`src/rtl/sr_latch_driver_if.sv`:
```
// Command handshake between the issuing logic and the SR latch driver.
// The master raises req with cmd; the slave answers with ack and busy.
interface sr_latch_driver_if;
    logic req;
    logic cmd;
    logic ack;
    logic busy;

    modport master (
        output req,
        output cmd,
        input  ack,
        input  busy
    );

    modport slave (
        input  req,
        input  cmd,
        output ack,
        output busy
    );
endinterface

```
`src/rtl/sr_latch_driver.sv`:
```
// Drives r/s of a cross-coupled NOR SR latch with fixed-width pulses and a dead gap,
// then checks the synchronized latch outputs against the commanded state.
module sr_latch_driver #(
    parameter int PW  = 4,
    parameter int GAP = 2
) (
    input  logic               clk,
    input  logic               rst_n,
    sr_latch_driver_if.slave   cmd_if,
    output logic               r,
    output logic               s,
    input  logic               qa,
    input  logic               qb,
    output logic               q,
    output logic               err
);

    typedef enum logic [1:0] {
        IDLE  = 2'd0,
        PULSE = 2'd1,
        GAP_S = 2'd2
    } state_t;

    localparam logic [3:0] PW_LD  = 4'(PW - 1);
    localparam logic [3:0] GAP_LD = 4'(GAP - 1);

    state_t     state_q, state_d;
    logic [3:0] cnt_q, cnt_d;
    logic       cmd_q, cmd_d;
    logic       ack_q, ack_d;
    logic       busy_q, busy_d;
    logic       r_q, r_d;
    logic       s_q, s_d;
    logic       q_q, q_d;
    logic       err_q, err_d;
    logic       qa_meta_q, qa_sync_q;
    logic       qb_meta_q, qb_sync_q;

    // State, counter, registered outputs and readback synchronizers
    always_ff @(posedge clk or negedge rst_n) begin
        if (!rst_n) begin
            state_q   <= IDLE;
            cnt_q     <= 4'd0;
            cmd_q     <= 1'b0;
            ack_q     <= 1'b0;
            busy_q    <= 1'b0;
            r_q       <= 1'b0;
            s_q       <= 1'b0;
            q_q       <= 1'b0;
            err_q     <= 1'b0;
            qa_meta_q <= 1'b0;
            qa_sync_q <= 1'b0;
            qb_meta_q <= 1'b0;
            qb_sync_q <= 1'b0;
        end else begin
            state_q   <= state_d;
            cnt_q     <= cnt_d;
            cmd_q     <= cmd_d;
            ack_q     <= ack_d;
            busy_q    <= busy_d;
            r_q       <= r_d;
            s_q       <= s_d;
            q_q       <= q_d;
            err_q     <= err_d;
            qa_meta_q <= qa;
            qa_sync_q <= qa_meta_q;
            qb_meta_q <= qb;
            qb_sync_q <= qb_meta_q;
        end
    end

    // Next state, cycle counter and command capture
    always_comb begin
        state_d = state_q;
        cnt_d   = cnt_q;
        cmd_d   = cmd_q;
        case (state_q)
            IDLE: begin
                if (cmd_if.req) begin
                    state_d = PULSE;
                    cnt_d   = PW_LD;
                    cmd_d   = cmd_if.cmd;
                end else begin
                    cnt_d   = 4'd0;
                end
            end
            PULSE: begin
                if (cnt_q == 4'd0) begin
                    state_d = GAP_S;
                    cnt_d   = GAP_LD;
                end else begin
                    cnt_d   = cnt_q - 4'd1;
                end
            end
            GAP_S: begin
                if (cnt_q == 4'd0) begin
                    state_d = IDLE;
                end else begin
                    cnt_d   = cnt_q - 4'd1;
                end
            end
            default: begin
                state_d = IDLE;
                cnt_d   = 4'd0;
            end
        endcase
    end

    // Next values of the registered outputs; s and r derive from one bit so they stay exclusive
    always_comb begin
        ack_d  = 1'b0;
        busy_d = busy_q;
        r_d    = 1'b0;
        s_d    = 1'b0;
        q_d    = q_q;
        err_d  = err_q;
        case (state_q)
            IDLE: begin
                if (cmd_if.req) begin
                    ack_d  = 1'b1;
                    busy_d = 1'b1;
                    s_d    = cmd_if.cmd;
                    r_d    = ~cmd_if.cmd;
                end else begin
                    busy_d = 1'b0;
                end
            end
            PULSE: begin
                busy_d = 1'b1;
                if (cnt_q != 4'd0) begin
                    s_d = cmd_q;
                    r_d = ~cmd_q;
                end else begin
                    s_d = 1'b0;
                    r_d = 1'b0;
                end
            end
            GAP_S: begin
                if (cnt_q == 4'd0) begin
                    busy_d = 1'b0;
                    q_d    = cmd_q;
                    if ({qa_sync_q, qb_sync_q} != {cmd_q, ~cmd_q}) begin
                        err_d = 1'b1;
                    end else begin
                        err_d = err_q;
                    end
                end else begin
                    busy_d = 1'b1;
                end
            end
            default: begin
                busy_d = 1'b0;
            end
        endcase
    end

    assign cmd_if.ack  = ack_q;
    assign cmd_if.busy = busy_q;
    assign r           = r_q;
    assign s           = s_q;
    assign q           = q_q;
    assign err         = err_q;

endmodule

```
`src/flat_wrapper.sv`:
```
// flat-port wrapper written by rule: the top's interface ports become plain ports
module sr_latch_driver_flat 
#(
    parameter int PW  = 4,
    parameter int GAP = 2
)
  (clk, rst_n, r, s, qa, qb, q, err, cmd_if_req, cmd_if_cmd, cmd_if_ack, cmd_if_busy);
  sr_latch_driver_if cmd_if_i ();
  input  logic clk;
  input  logic rst_n;
  output logic r;
  output logic s;
  input  logic qa;
  input  logic qb;
  output logic q;
  output logic err;
  input wire logic [$bits(cmd_if_i.req)-1:0] cmd_if_req;
  input wire logic [$bits(cmd_if_i.cmd)-1:0] cmd_if_cmd;
  output wire logic [$bits(cmd_if_i.ack)-1:0] cmd_if_ack;
  output wire logic [$bits(cmd_if_i.busy)-1:0] cmd_if_busy;
  assign cmd_if_i.req = cmd_if_req;
  assign cmd_if_i.cmd = cmd_if_cmd;
  assign cmd_if_ack = cmd_if_i.ack;
  assign cmd_if_busy = cmd_if_i.busy;
  sr_latch_driver #(.PW(PW), .GAP(GAP)) u_core (.clk(clk), .rst_n(rst_n), .cmd_if(cmd_if_i), .r(r), .s(s), .qa(qa), .qb(qb), .q(q), .err(err));
endmodule
```
`config.mk`:
```
export PLATFORM = sky130hd
export DESIGN_NAME = sr_latch_driver_flat
export DESIGN_NICKNAME = d
export VERILOG_FILES = /design/src/rtl/sr_latch_driver_if.sv /design/src/rtl/sr_latch_driver.sv /design/src/flat_wrapper.sv
export SDC_FILE = /design/constraint.sdc
export NUM_CORES = 1
export LEC_CHECK = 0
export ABC_AREA = 1
export BUFFER_PORTS_ARGS = -buffer_cell sky130_fd_sc_hd__buf_4
export CAP_MARGIN = 20
export CORE_MARGIN = 2
export CORE_UTILIZATION = 48
export CTS_CLUSTER_SIZE = 28
export DETAILED_ROUTE_END_ITERATION = 8
export GPL_ROUTABILITY_DRIVEN = 0
export PLACE_DENSITY_LB_ADDON = 0.08
export SYNTH_ARGS = -nofsm -noshare
export SYNTH_HDL_FRONTEND = slang
export SYNTH_SLANG_ARGS = --single-unit
export TNS_END_PERCENT = 20
```
`constraint.sdc`:
```
create_clock -name clk -period 1.2 [get_ports clk]
set_input_delay 0.06 -clock clk [delete_from_list [all_inputs] [get_ports clk]]
set_output_delay 0.06 -clock clk [all_outputs]
set_load 0.01 [all_outputs]
```
Yosys cells after proc, flatten, opt, wreduce, memory -nomap -nowiden
Index checks and enable logic that the tools add are counted.
{"block": "word_totals", "reg_bits": 17, "in_bits": 6}
{"block": "classes", "addsub": 1, "reduce_logical": 7, "n_bitwise": 2, "muxes": 18, "n_eq_ne": 7}
{"cell": "one-hot mux 4 bit (3 select lines)", "count": 1}
{"cell": "2-to-1 mux 2 bit", "count": 4}
{"cell": "2-to-1 mux 4 bit", "count": 2}
{"cell": "2-to-1 mux 1 bit", "count": 7}
{"cell": "one-hot mux 2 bit (3 select lines)", "count": 1}
{"cell": "AND reduction 3 bit", "count": 2}
{"cell": "logical NOT 4 bit", "count": 1}
{"cell": "!= test 2 x 1 -> 1 bit (second input constant)", "count": 2}
{"cell": "!= test 2 bit (second input constant)", "count": 2}
{"cell": "one-hot mux 1 bit (2 select lines)", "count": 2}
{"cell": "AND reduction 2 bit", "count": 2}
{"cell": "nonzero test 4 bit", "count": 1}
{"cell": "subtractor 4 x 1 -> 4 bit (second input constant)", "count": 1}
{"cell": "one-hot mux 1 bit (3 select lines)", "count": 1}
{"cell": "equality test 2 x 1 -> 1 bit (second input constant)", "count": 1}
{"cell": "equality test 2 bit (second input constant)", "count": 1}
{"cell": "logical NOT 2 bit", "count": 1}
{"cell": "!= test 2 bit", "count": 1}
{"cell": "NOT 1 bit", "count": 2}

Depth between registers and ports, before layout
{"block": "depth", "ltp_word": 3, "mapped_depth": 7, "ltp_nobuf": 7}

Worst setup path after synthesis
OpenSTA, ideal clock, no wires.
{"block": "synth_path", "path_type": "reg2reg", "startpoint": "register u_core.cnt_q[0]", "endpoint": "register u_core.cnt_q[1]", "path_stages_with_launch": 8, "t_required_ps": 1083, "arrival_ps": 995, "setup_time_ps": 117, "slack_ps": 87, "path_cell_list": "dfrtp_1 -> inv_1 -> ha_1 -> nand2_2 -> nor2_4 -> inv_2 -> nand3_1 -> nand2_1"}
{"block": "synth_via", "elab_chain_cells": 3, "elab_cells_between_ends": 6, "classes_between": "1 x add/sub; 1 x eq/ne; 3 x mux; 1 x reduce/logical"}
{"item": "start, declared", "line": "sr_latch_driver.sv:28", "source": "logic [3:0] cnt_q, cnt_d;"}
{"item": "start signal, assigned", "line": "sr_latch_driver.sv:57", "source": "cnt_q <= cnt_d;"}
{"item": "subtractor 4 x 1 -> 4 bit or logical NOT 4 bit (tied branches)"}
{"item": "2-to-1 mux 4 bit, on equally long branches", "line": "sr_latch_driver.sv:96, sr_latch_driver.sv:88"}
{"item": "one-hot mux 4 bit (3 select lines)", "line": "sr_latch_driver.sv:77", "source": "case (state_q)"}
Several ways; a longest one is shown, not always the timed one. The select of a mux whose other input is x is not followed.
A chain may end at the register's enable or synchronous reset.

Worst setup path in the final report
Ends and elaborated chain as after synthesis.

==> metrics <==
largest family of logic cells by synthesized area=simple AND/OR/NAND/NOR gates; routed wire length per instance=10.9 um; unrepaired setup endpoints after global routing=true; HPWL after DPL=841 um; Detailed Routing Iterations Pass 1=4; CP required=1400 ps; remaining global-route overflow=0; Post-Syn Area=714 um2; XOR/XNOR Fraction of Synth Area=0.0245; Reg2Reg Capture Point=u_core.cnt_q[1]; Slew HR=0.856; sequential share of the synthesized area=0.595; initial antenna violation count=0; # DRC=0; Worst VDD drop=between 1 and 1.5 mV; Hold Path End=u_core.r; Final period util=0.960; via total after detailed routing=514; Die X=42.6 um; post-synthesis mux area share=0; Synth Instances=70; Core Region=1350 um2; CTS Root Cell=clkbuf_4; Simple-Gate Fraction of Synth Area=0.236; full die area=between 1500 and 2000 um2; row count=13; syn nets=between 70 and 80; r2r setup slk=50 ps; post-route cell area=928 um2; adder-cell area share of the yosys netlist=0.0350; hold depth=3; Nets=101; synthesized area per cell=roughly 10 um2; n_diodes=0; Clk pin slew, worst setup/hold paths=~100 ps; Total GRT Usage=0.168; H-tree levels=1; worst r2r src=u_core.cnt_q[0]; final core utilization=0.688; WP data arrival=1350 ps; clock sinks=17; Max Freq=between 800 and 900 MHz; Area growth, synth to finish=29.9%; DRT iter0 DRCs=10; Synth Area in Compound Gates=0.0613; metal2 WL=518 um; Synth warnings=0; vias in the first global route=between 500 and 600; Via density=4.80; IO Pins=12; final WL=1160 um; first-pass GRT wire length=2190 um; hold path startpoint=cmd_if_req; status=complete, no violations; Clock Latency Late Sink=290 ps; Final Max Tran Viols=0; M1 WL=about 540 um; CTS tree=done; number of distinct library cells after synthesis=19; number of synthesized register bits=17; TritonCTS buffer count=3; Max-cap violations=0; most frequent cells in the layout=17 x nand2_1, 17 x dfrtp_1, 14 x buf_4; die span in y=42.6 um; Startpoint Class=flop; Crit. End Element=flop; max layer used=met4; final worst clock skew=2.65 ps; Final Hold Vio Count=0; final worst path period need=1150 ps; worst-margin pin slew=214 ps; # setup viols final=0; Starting Density=0.529; kind of critical path=reg -> reg; Cell Area, Placed=823 um2; WL met3=between 60 and 70 um; reg2reg path depth=7; proportion of layout cells with a drive suffix above 1=0.359; CP Max Fanout=5; pin count of the biggest net entering global routing=18; Final ANT Viol Nets=0; total leakage power=0.480 nW; CTS Buffer Depth=2; Pwr Density=2460 nW/um2; Hold Crit Class=in -> reg; number of buffers added on ports=11
## kinds of logic (layout without fill, tap and decap cells)
kind of cell    after synthesis  count (layout)
buf+inv                       9              31
flops                        17              17
xor+xnor                      2               2
compound gates                6               6
fa+ha+maj                     2               2
simple gates                 34              34
## registers in the layout, indices dropped and copies added (netlist names)
name,count
u_core.cmd_if.ack,1
u_core.state_q,2
u_core.qa_sync_q,1
u_core.qa_meta_q,1
u_core.qb_sync_q,1
u_core.q,1
u_core.cmd_if.busy,1
u_core.cnt_q,4
u_core.err,1
u_core.r,1
u_core.cmd_q,1
u_core.qb_meta_q,1
u_core.s,1
## worst max path at each step
stage	cells past startpoint	end	slack [ps]	startpoint
2_1_floorplan	7	u_core.cnt_q[1]	90	u_core.cnt_q[0]
3_3_place_gp	7	u_core.cnt_q[1]	-3	u_core.cnt_q[0]
3_5_place_dp	7	u_core.cnt_q[1]	-40	u_core.cnt_q[0]
4_1_cts	7	u_core.q	10	u_core.cnt_q[0]
5_1_grt	7	u_core.cnt_q[1]	-10	u_core.cnt_q[0]
6_report	7	u_core.cnt_q[1]	50	u_core.cnt_q[0]
## critical path: stages, from the launching register on
cell and delay (ps):
dfrtp_1 420, inv_2 100, ha_4 150, nand2_4 70
nor2_4 120, inv_2 70, nand3_1 80, nand2_1 50
## cell type report
type,count,area [um2]
Inverter,9,33.8
Multi-Input combinational cell,44,278
Clock inverter,1,5.00
Fill cell,99,422
Tap cell,15,18.8
Sequential cell,17,425
Timing Repair Buffer,18,145
Clock buffer,3,22.5
## layer usage
| layer | up-vias | global-route usage |
|---|---|---|
| met1 | 230 | 0.199 |
| met5 | - | 0 |
| met3 | 5 | 0.0431 |
| met4 | 0 | 0.113 |
| li1 | 263 | - |
| met2 | 16 | 0.265 |
## through the flow
stage	total power, mW	setup slack (ps)	setup TNS, ps	instances	hold slack, ps
CTS	2.22	10.2	0	105	39.2
detailed placement	1.88	-42.6	-42.6	97	-64.6
finish	2.29	47.5	0	107	51.2
floorplan	1.56	87.3	0	70	-236
global placement	1.87	-3.14	-3.14	97	-67.3
global route	2.49	-13.2	-13.2	107	52.2
## timing repair
| item | in CTS | in global routing |
|---|---|---|
| resized for setup | 3 | 4 |
| buffers inserted | 0 | 2 |
| hold buffers | 4 | 0 |
| pin swaps | 0 | 1 |
| hold endpoints to repair | 22 | 0 |
| endpoints found under the setup margin | 2 | 4 |
## Yosys cell counts
cell type | number | area [um2]
dfrtp_1 | 17 | 425
ha_1 | 2 | 25.0
inv_1 | 6 | 22.5
inv_2 | 3 | 11.3
nand2_1 | 19 | 71.3
nand2_2 | 1 | 6.26
nand2_4 | 1 | 11.3
nand3_1 | 5 | 25.0
nand3_4 | 1 | 17.5
nor2_1 | 4 | 15.0
nor2_2 | 1 | 6.26
nor2_4 | 1 | 11.3
nor3_1 | 1 | 5.00
o21ai_0 | 2 | 10.0
o21ai_1 | 1 | 5.00
o21ai_2 | 1 | 8.76
o21bai_2 | 1 | 11.3
o32ai_1 | 1 | 8.76
xnor2_1 | 2 | 17.5
## report_power, final
group          internal [mW]  switching (mW)
Clock                  0.124           0.181
Sequential             0.774           0.116
Combinational          0.496           0.595
Total                   1.39           0.892
(Power assumes the default switching activity.)
